<file path="src/rtl/ac_pkg.sv">
// Shared types and sizes for the Aho-Corasick match sequencer.
package ac_pkg;

  localparam int STATE_W  = 8;
  localparam int CHAR_W   = 4;
  localparam int N_GOTO   = 32;
  localparam int GADDR_W  = 5;
  localparam int MAX_FAIL = 16;
  localparam int POS_W    = 16;
  // Hop counter must be able to hold MAX_FAIL itself.
  localparam int HOP_W    = $clog2(MAX_FAIL + 1);

  // Per-character sequencing states.
  typedef enum logic [2:0] {
    ST_IDLE  = 3'd0,
    ST_G_RD  = 3'd1,
    ST_G_CMP = 3'd2,
    ST_F_RD  = 3'd3,
    ST_F_CMP = 3'd4,
    ST_S_RD  = 3'd5,
    ST_S_CMP = 3'd6,
    ST_EMIT  = 3'd7
  } seq_state_t;

  // One goto-table entry: (current state, character) -> next state.
  typedef struct packed {
    logic [STATE_W-1:0] cur;
    logic [CHAR_W-1:0]  chara;
    logic [STATE_W-1:0] next;
  } goto_entry_t;

  // True when a goto entry applies to the given state/character pair.
  function automatic logic entry_hit(input goto_entry_t e,
                                     input logic [STATE_W-1:0] st,
                                     input logic [CHAR_W-1:0] ch);
    entry_hit = (e.cur == st) && (e.chara == ch);
  endfunction

endpackage

</file>
<file path="src/rtl/ac_goto_scanner.sv">
// Goto-table scan index plus the hit / last-entry compare for the sequencer.
module ac_goto_scanner
  import ac_pkg::*;
(
  input  logic               clk,
  input  logic               rst,
  input  logic               idx_clr,
  input  logic               idx_inc,
  input  goto_entry_t        entry,
  input  logic [STATE_W-1:0] cur_state,
  input  logic [CHAR_W-1:0]  cur_char,
  output logic [GADDR_W-1:0] idx,
  output logic               hit,
  output logic               last,
  output logic [STATE_W-1:0] hit_next
);

  localparam logic [GADDR_W-1:0] LAST_IDX = GADDR_W'(N_GOTO - 1);

  logic [GADDR_W-1:0] idx_r;

  // Scan index: restart on a new character or failure hop, step on a miss.
  always_ff @(posedge clk or posedge rst) begin
    if (rst) begin
      idx_r <= '0;
    end else if (idx_clr) begin
      idx_r <= '0;
    end else if (idx_inc) begin
      idx_r <= idx_r + GADDR_W'(1);
    end else begin
      idx_r <= idx_r;
    end
  end

  // Compare the entry returned for idx_r against the automaton state/char.
  always_comb begin
    hit      = entry_hit(entry, cur_state, cur_char);
    last     = (idx_r == LAST_IDX);
    hit_next = entry.next;
  end

  assign idx = idx_r;

endmodule

</file>
<file path="src/rtl/ac_match_sequencer.sv">
// Per-character Aho-Corasick controller: goto scan, failure hops, output
// flag lookup and result reporting. Sole master of the table read ports.
module ac_match_sequencer
  import ac_pkg::*;
(
  input  logic               clk,
  input  logic               rst,
  input  logic               clear,
  input  logic               char_valid,
  input  logic [CHAR_W-1:0]  char_in,
  output logic               char_ready,
  output logic               g_rd,
  output logic [GADDR_W-1:0] g_addr,
  input  logic [STATE_W-1:0] g_cur,
  input  logic [CHAR_W-1:0]  g_chara,
  input  logic [STATE_W-1:0] g_next,
  output logic               s_rd,
  output logic [STATE_W-1:0] s_addr,
  input  logic [STATE_W-1:0] s_fail,
  input  logic               s_out,
  output logic               result_valid,
  output logic [STATE_W-1:0] now_state,
  output logic               match,
  output logic [POS_W-1:0]   pos,
  output logic               err
);

  localparam logic [HOP_W-1:0] HOP_LIMIT = HOP_W'(MAX_FAIL);

  seq_state_t         fsm_r, fsm_s;
  logic [STATE_W-1:0] ac_state_r, ac_state_s;
  logic [CHAR_W-1:0]  char_r, char_s;
  logic [HOP_W-1:0]   hops_r, hops_s;
  logic               err_flag_r, err_flag_s;
  logic [POS_W-1:0]   pos_cnt_r, pos_cnt_s;

  logic               char_ready_r, char_ready_s;
  logic               g_rd_r, g_rd_s;
  logic               s_rd_r, s_rd_s;
  logic               result_valid_r, result_valid_s;
  logic [STATE_W-1:0] now_state_r, now_state_s;
  logic               match_r, match_s;
  logic [POS_W-1:0]   pos_r, pos_s;
  logic               err_r, err_s;

  logic               idx_clr_s, idx_inc_s;
  logic [GADDR_W-1:0] scan_idx_s;
  logic               scan_hit_s, scan_last_s;
  logic [STATE_W-1:0] scan_next_s;
  goto_entry_t        entry_s;

  assign entry_s = '{cur: g_cur, chara: g_chara, next: g_next};

  ac_goto_scanner u_scanner (
    .clk       (clk),
    .rst       (rst),
    .idx_clr   (idx_clr_s),
    .idx_inc   (idx_inc_s),
    .entry     (entry_s),
    .cur_state (ac_state_r),
    .cur_char  (char_r),
    .idx       (scan_idx_s),
    .hit       (scan_hit_s),
    .last      (scan_last_s),
    .hit_next  (scan_next_s)
  );

  // Next-state logic: sequencing, automaton state update and result capture.
  always_comb begin
    fsm_s          = fsm_r;
    ac_state_s     = ac_state_r;
    char_s         = char_r;
    hops_s         = hops_r;
    err_flag_s     = err_flag_r;
    pos_cnt_s      = pos_cnt_r;
    idx_clr_s      = 1'b0;
    idx_inc_s      = 1'b0;
    result_valid_s = 1'b0;
    now_state_s    = now_state_r;
    match_s        = match_r;
    pos_s          = pos_r;
    err_s          = err_r;

    case (fsm_r)
      ST_IDLE: begin
        // CLEAR takes effect before a character offered in the same cycle.
        if (clear) begin
          ac_state_s = '0;
          pos_cnt_s  = '0;
          pos_s      = '0;
        end else begin
          ac_state_s = ac_state_r;
        end
        if (char_valid) begin
          char_s     = char_in;
          hops_s     = '0;
          err_flag_s = 1'b0;
          idx_clr_s  = 1'b1;
          fsm_s      = ST_G_RD;
        end else begin
          fsm_s = ST_IDLE;
        end
      end
      ST_G_RD: begin
        fsm_s = ST_G_CMP;
      end
      ST_G_CMP: begin
        if (scan_hit_s) begin
          ac_state_s = scan_next_s;
          fsm_s      = ST_S_RD;
        end else if (!scan_last_s) begin
          idx_inc_s = 1'b1;
          fsm_s     = ST_G_RD;
        end else if (ac_state_r == '0) begin
          // Root has no failure link: an unmatched char leaves us at root.
          fsm_s = ST_S_RD;
        end else begin
          fsm_s = ST_F_RD;
        end
      end
      ST_F_RD: begin
        fsm_s = ST_F_CMP;
      end
      ST_F_CMP: begin
        hops_s    = hops_r + HOP_W'(1);
        idx_clr_s = 1'b1;
        if ((hops_r + HOP_W'(1)) == HOP_LIMIT) begin
          // Runaway failure chain: abandon the character at the root.
          ac_state_s = '0;
          err_flag_s = 1'b1;
          fsm_s      = ST_S_RD;
        end else begin
          ac_state_s = s_fail;
          fsm_s      = ST_G_RD;
        end
      end
      ST_S_RD: begin
        fsm_s = ST_S_CMP;
      end
      ST_S_CMP: begin
        result_valid_s = 1'b1;
        now_state_s    = ac_state_r;
        match_s        = s_out;
        pos_s          = pos_cnt_r;
        err_s          = err_flag_r;
        fsm_s          = ST_EMIT;
      end
      ST_EMIT: begin
        pos_cnt_s = pos_cnt_r + POS_W'(1);
        fsm_s     = ST_IDLE;
      end
      default: begin
        fsm_s = ST_IDLE;
      end
    endcase

    // Strobes are decoded from the upcoming state so they leave a register.
    char_ready_s = (fsm_s == ST_IDLE);
    g_rd_s       = (fsm_s == ST_G_RD);
    s_rd_s       = (fsm_s == ST_F_RD) || (fsm_s == ST_S_RD);
  end

  // Sequencer state, datapath and registered outputs.
  always_ff @(posedge clk or posedge rst) begin
    if (rst) begin
      fsm_r          <= ST_IDLE;
      ac_state_r     <= '0;
      char_r         <= '0;
      hops_r         <= '0;
      err_flag_r     <= 1'b0;
      pos_cnt_r      <= '0;
      char_ready_r   <= 1'b1;
      g_rd_r         <= 1'b0;
      s_rd_r         <= 1'b0;
      result_valid_r <= 1'b0;
      now_state_r    <= '0;
      match_r        <= 1'b0;
      pos_r          <= '0;
      err_r          <= 1'b0;
    end else begin
      fsm_r          <= fsm_s;
      ac_state_r     <= ac_state_s;
      char_r         <= char_s;
      hops_r         <= hops_s;
      err_flag_r     <= err_flag_s;
      pos_cnt_r      <= pos_cnt_s;
      char_ready_r   <= char_ready_s;
      g_rd_r         <= g_rd_s;
      s_rd_r         <= s_rd_s;
      result_valid_r <= result_valid_s;
      now_state_r    <= now_state_s;
      match_r        <= match_s;
      pos_r          <= pos_s;
      err_r          <= err_s;
    end
  end

  // Addresses come straight from registers that are stable across each
  // strobe/sample pair.
  assign g_addr       = scan_idx_s;
  assign s_addr       = ac_state_r;
  assign char_ready   = char_ready_r;
  assign g_rd         = g_rd_r;
  assign s_rd         = s_rd_r;
  assign result_valid = result_valid_r;
  assign now_state    = now_state_r;
  assign match        = match_r;
  assign pos          = pos_r;
  assign err          = err_r;

endmodule

</file>
<file path="config.mk">
export PLATFORM = sky130hd
export DESIGN_NAME = ac_match_sequencer
export DESIGN_NICKNAME = d
export VERILOG_FILES = /design/src/rtl/ac_pkg.sv /design/src/rtl/ac_goto_scanner.sv /design/src/rtl/ac_match_sequencer.sv
export SDC_FILE = /design/constraint.sdc
export NUM_CORES = 1
export LEC_CHECK = 0
export BUFFER_PORTS_ARGS = -buffer_cell sky130_fd_sc_hd__buf_2
export CORE_MARGIN = 10
export CORE_UTILIZATION = 43
export DETAILED_ROUTE_END_ITERATION = 7
export GPL_TIMING_DRIVEN = 0
export PLACE_DENSITY = 0.76
export SYNTH_ARGS = -nofsm -noshare
export SYNTH_HDL_FRONTEND = slang
export SYNTH_SLANG_ARGS = --single-unit
</file>
<file path="constraint.sdc">
create_clock -name clk -period 3.08 [get_ports clk]
set_input_delay 0.308 -clock clk [delete_from_list [all_inputs] [get_ports clk]]
set_output_delay 0.308 -clock clk [all_outputs]
set_load 0.02 [all_outputs]
</file>
==> impl_metrics.py <==
metrics = {
    "grt": {
        "grt-ovfl-total": 0,
        "grt_antenna_before_repair": 0,
        "grt_pass1_vias": 3027,
        "grt_max_degree": 73,
        "grt_pass1_wl_um": 15000,
        "grt.total_usage_pct": 15.6,
    },
    "route": {
        "wl_per_cell_um": 15.8,
        "drc": 0,
        "drt_iter0_drc": 166,
        "viasPerCell": 5.34,
        "postRouteAntennaNets": 0,
        "wl_um": 9100,
        "vias": 3078,
        "firstDrtPassIters": 5,
    },
    "clock_network": {
        "cts.repair.resized": 0,
        "clockBufferDepth": 2,
        "tritoncts": "yes",
        "cts_setup_buffers": 0,
        "ctsHoldBuffers": 0,
        "cts.htree.levels": 3,
        "cts_buffers": 9,
        "clk-insertion-delay-late_ps": 350,
        "cts_root_buf": "clkbuf_8",
        "clk_pin_slew_ps": 70,
        "cts.sinks": 72,
    },
    "pwr": {
        "p_int_mw": 1.88,
        "p_total_mw": 3.10,
        "p_leak_nw": 2.17,
        "p_clk_share_pct": 22.9,
        "p_sw_share_pct": 39.2,
        "p_switching_mw": 1.21,
        "cellPowerDensity_nw_per_um2": 741,
        "p_seq_share_pct": 42.7,
        "peakVddDrop_mv": 0.326,
        "p_comb_share_pct": 34.4,
    },
    "floorplanning": {
        "die_area_sq_um": 12100,
        "core.rowCount": 32,
        "dieWidth_um": 110,
        "core_sq_um": 7810,
        "floorplan.io_pins": 80,
        "fp.dieH_um": 110,
        "start_util_pct": 44.5,
    },
    "setup_path": {
        "critPathRequiredTime_ps": 3300,
        "arrival_ps": 2200,
        "critPathMaxFanout": 9,
        "critPathLaunchType": "flop",
        "rr_startpoint": "s_addr[4]",
        "path_class": "flop to flop",
        "r2r_cells": 5,
        "r2r_end": "s_addr[2]",
        "worst-r2r-setup-slack_ps": 1090,
        "end_kind": "flop",
    },
    "synth": {
        "synthMostInstantiatedCell": "nand2_1",
        "ys_seq_area_share_pct": 51.9,
        "synth_area_sq_um": 3470,
        "ys_ff_latch": 72,
        "synth.top_cell.area_share_pct": 51.2,
        "synth_top_area_cell": "dfrtp_1",
        "synth_top_cells_by_count": "nand2_1 (82), dfrtp_1 (71), nand3_1 (29), o21ai_0 (29), inv_1 (18)",
        "synth_area_leaders": "dfrtp_1 (51%), nand2_1 (8.9%), nand3_1 (4.2%), o21ai_0 (4.2%), xor2_1 (3.0%)",
        "ys.flop_type": "dfrtp_1",
        "async_flop_share_pct": 100,
        "synth_nets": 420,
        "netlist_instances": 379,
        "avgSynthCellArea_sq_um": 9.16,
        "yosys_warnings": 0,
        "netlist-cell-type-count": 38,
        "synth_edf_count": 0,
    },
    "finish": {
        "fin_area_sq_um": 4180,
        "antennaDiodeCount": 0,
        "area_growth_pct": 20.4,
        "fill_cells": 759,
        "final_nets": 510,
        "postLayoutCoreUtil_pct": 53.6,
        "final_layout_size_suffix_gt1_share_pct": 24.3,
    },
    "timing": {
        "rsz0062_at_grt": "no",
        "setup_viol": 0,
        "hold_slack_ps": 134,
        "hold_viol": 0,
        "fmax_mhz": 503,
        "fin_crit_sh_pct": 64.5,
        "fin_worst_skew_ps": 9.21,
        "tns_ps": 0,
        "maxSlewViolCount": 0,
        "relSlewSlack_pct": 42.0,
        "tightestPinTransition_ps": 871,
        "min_period_ps": 1990,
    },
    "placement": {
        "place.gp.congestion": 0.882,
        "io_buffer_count": 79,
        "placed_area_sq_um": 4000,
        "hpwl_um": 6670,
    },
    "hold_path": {
        "hold_path.class": "input port to async pin",
    },
    "run": {
        "maxCapViolations": 0,
    },
    "run_status": {
        "status": "completed",
    },
}
power by group through the flow:
| stage | Sequential [mW] | Clock [mW] | Combinational [mW] |
|---|---|---|---|
| finish | 1.32 | 0.711 | 1.06 |
| global route | 1.35 | 0.771 | 1.19 |
| CTS | 1.32 | 0.730 | 1.08 |
| detailed placement | 1.34 | 0 | 1.08 |
| global placement | 1.33 | 0 | 1.05 |
| floorplan | 1.47 | 0 | 0.574 |
kinds of logic after synthesis:
kind of cell | after synthesis | synth area share (%)
DFF | 72 | 51.9
xor gates and xnor gates | 12 | 3.03
adders and majority gates | 4 | 1.44
and+or+nand+nor | 166 | 21.9
AOI/OAI and AO/OA | 76 | 13.4
buffers and inverters | 37 | 4.68
muxes | 12 | 3.60
cell type report:
class / count / area, sq um / area share (%)
Buffer: 19 / 95.1 / 2.27
Sequential cell: 72 / 1800 / 43.1
Timing Repair Buffer: 79 / 395 / 9.45
Inverter: 18 / 70.1 / 1.68
Multi-Input combinational cell: 270 / 1510 / 36.0
Tap cell: 102 / 128 / 3.05
Clock inverter: 3 / 15.0 / 0.359
Clock buffer: 13 / 169 / 4.04
state kept, by name, indices dropped and copies added (netlist names):
register / count
char_r: 4
char_ready: 1
err: 1
err_flag_r: 1
fsm_r: 3
g_rd: 1
hops_r: 5
match: 1
now_state: 8
pos: 16
pos_cnt_r: 16
result_valid: 1
s_addr: 8
s_rd: 1
u_scanner.idx: 5
worst max path at each step:
| stage | slack (ps) | endpoint | from |
|---|---|---|---|
| 3_3_place_gp | 100 | char_r[0] | rst |
| 6_report | 1090 | s_addr[2] | s_addr[4] |
| 4_1_cts | 1100 | u_scanner.idx[4] | s_addr[0] |
| 3_5_place_dp | 1150 | u_scanner.idx[4] | s_addr[0] |
| 5_1_grt | 1000 | s_addr[7] | s_addr[0] |
| 2_1_floorplan | 950 | char_r[0] | rst |
layout by cell type (no fill, tap or decap), drive strengths merged, types with 6 or more instances in the layout:
cell type / n
nand2: 82
a21oi: 16
a221oi: 8
clkbuf: 22
a211oi: 8
mux2i: 8
o21ai: 31
dfrtp: 71
inv: 18
nor3: 8
and3: 6
nor2: 19
nor4: 6
buf: 89
nand3: 29
xor2: 12
through the flow:
step | setup slack, ps | std cells
after global placement | 95.5 | 560
after CTS | 1100 | 576
after detailed placement | 1150 | 560
after global routing | 1000 | 576
after floorplan | 949 | 379
final | 1090 | 576
per-layer routing:
metal / vias to the layer above / part of all wire (%) / global-route usage [%]
met3: 15 / 7.3 / 4.27
li1: 1494 / - / -
met2: 113 / 48 / 24.6
met1: 1456 / 43 / 20.1
met5: - / 0 / 0
met4: 0 / 1.5 / 5.48
critical path, stage by stage, from the launching register on:
cell     delay [ps]
dfrtp_1         460
xor2_1          190
nor4_1          470
nand3_1         240
nor2_2          370
a21oi_1         120
No activity file was read; power rests on OpenSTA's default activity.
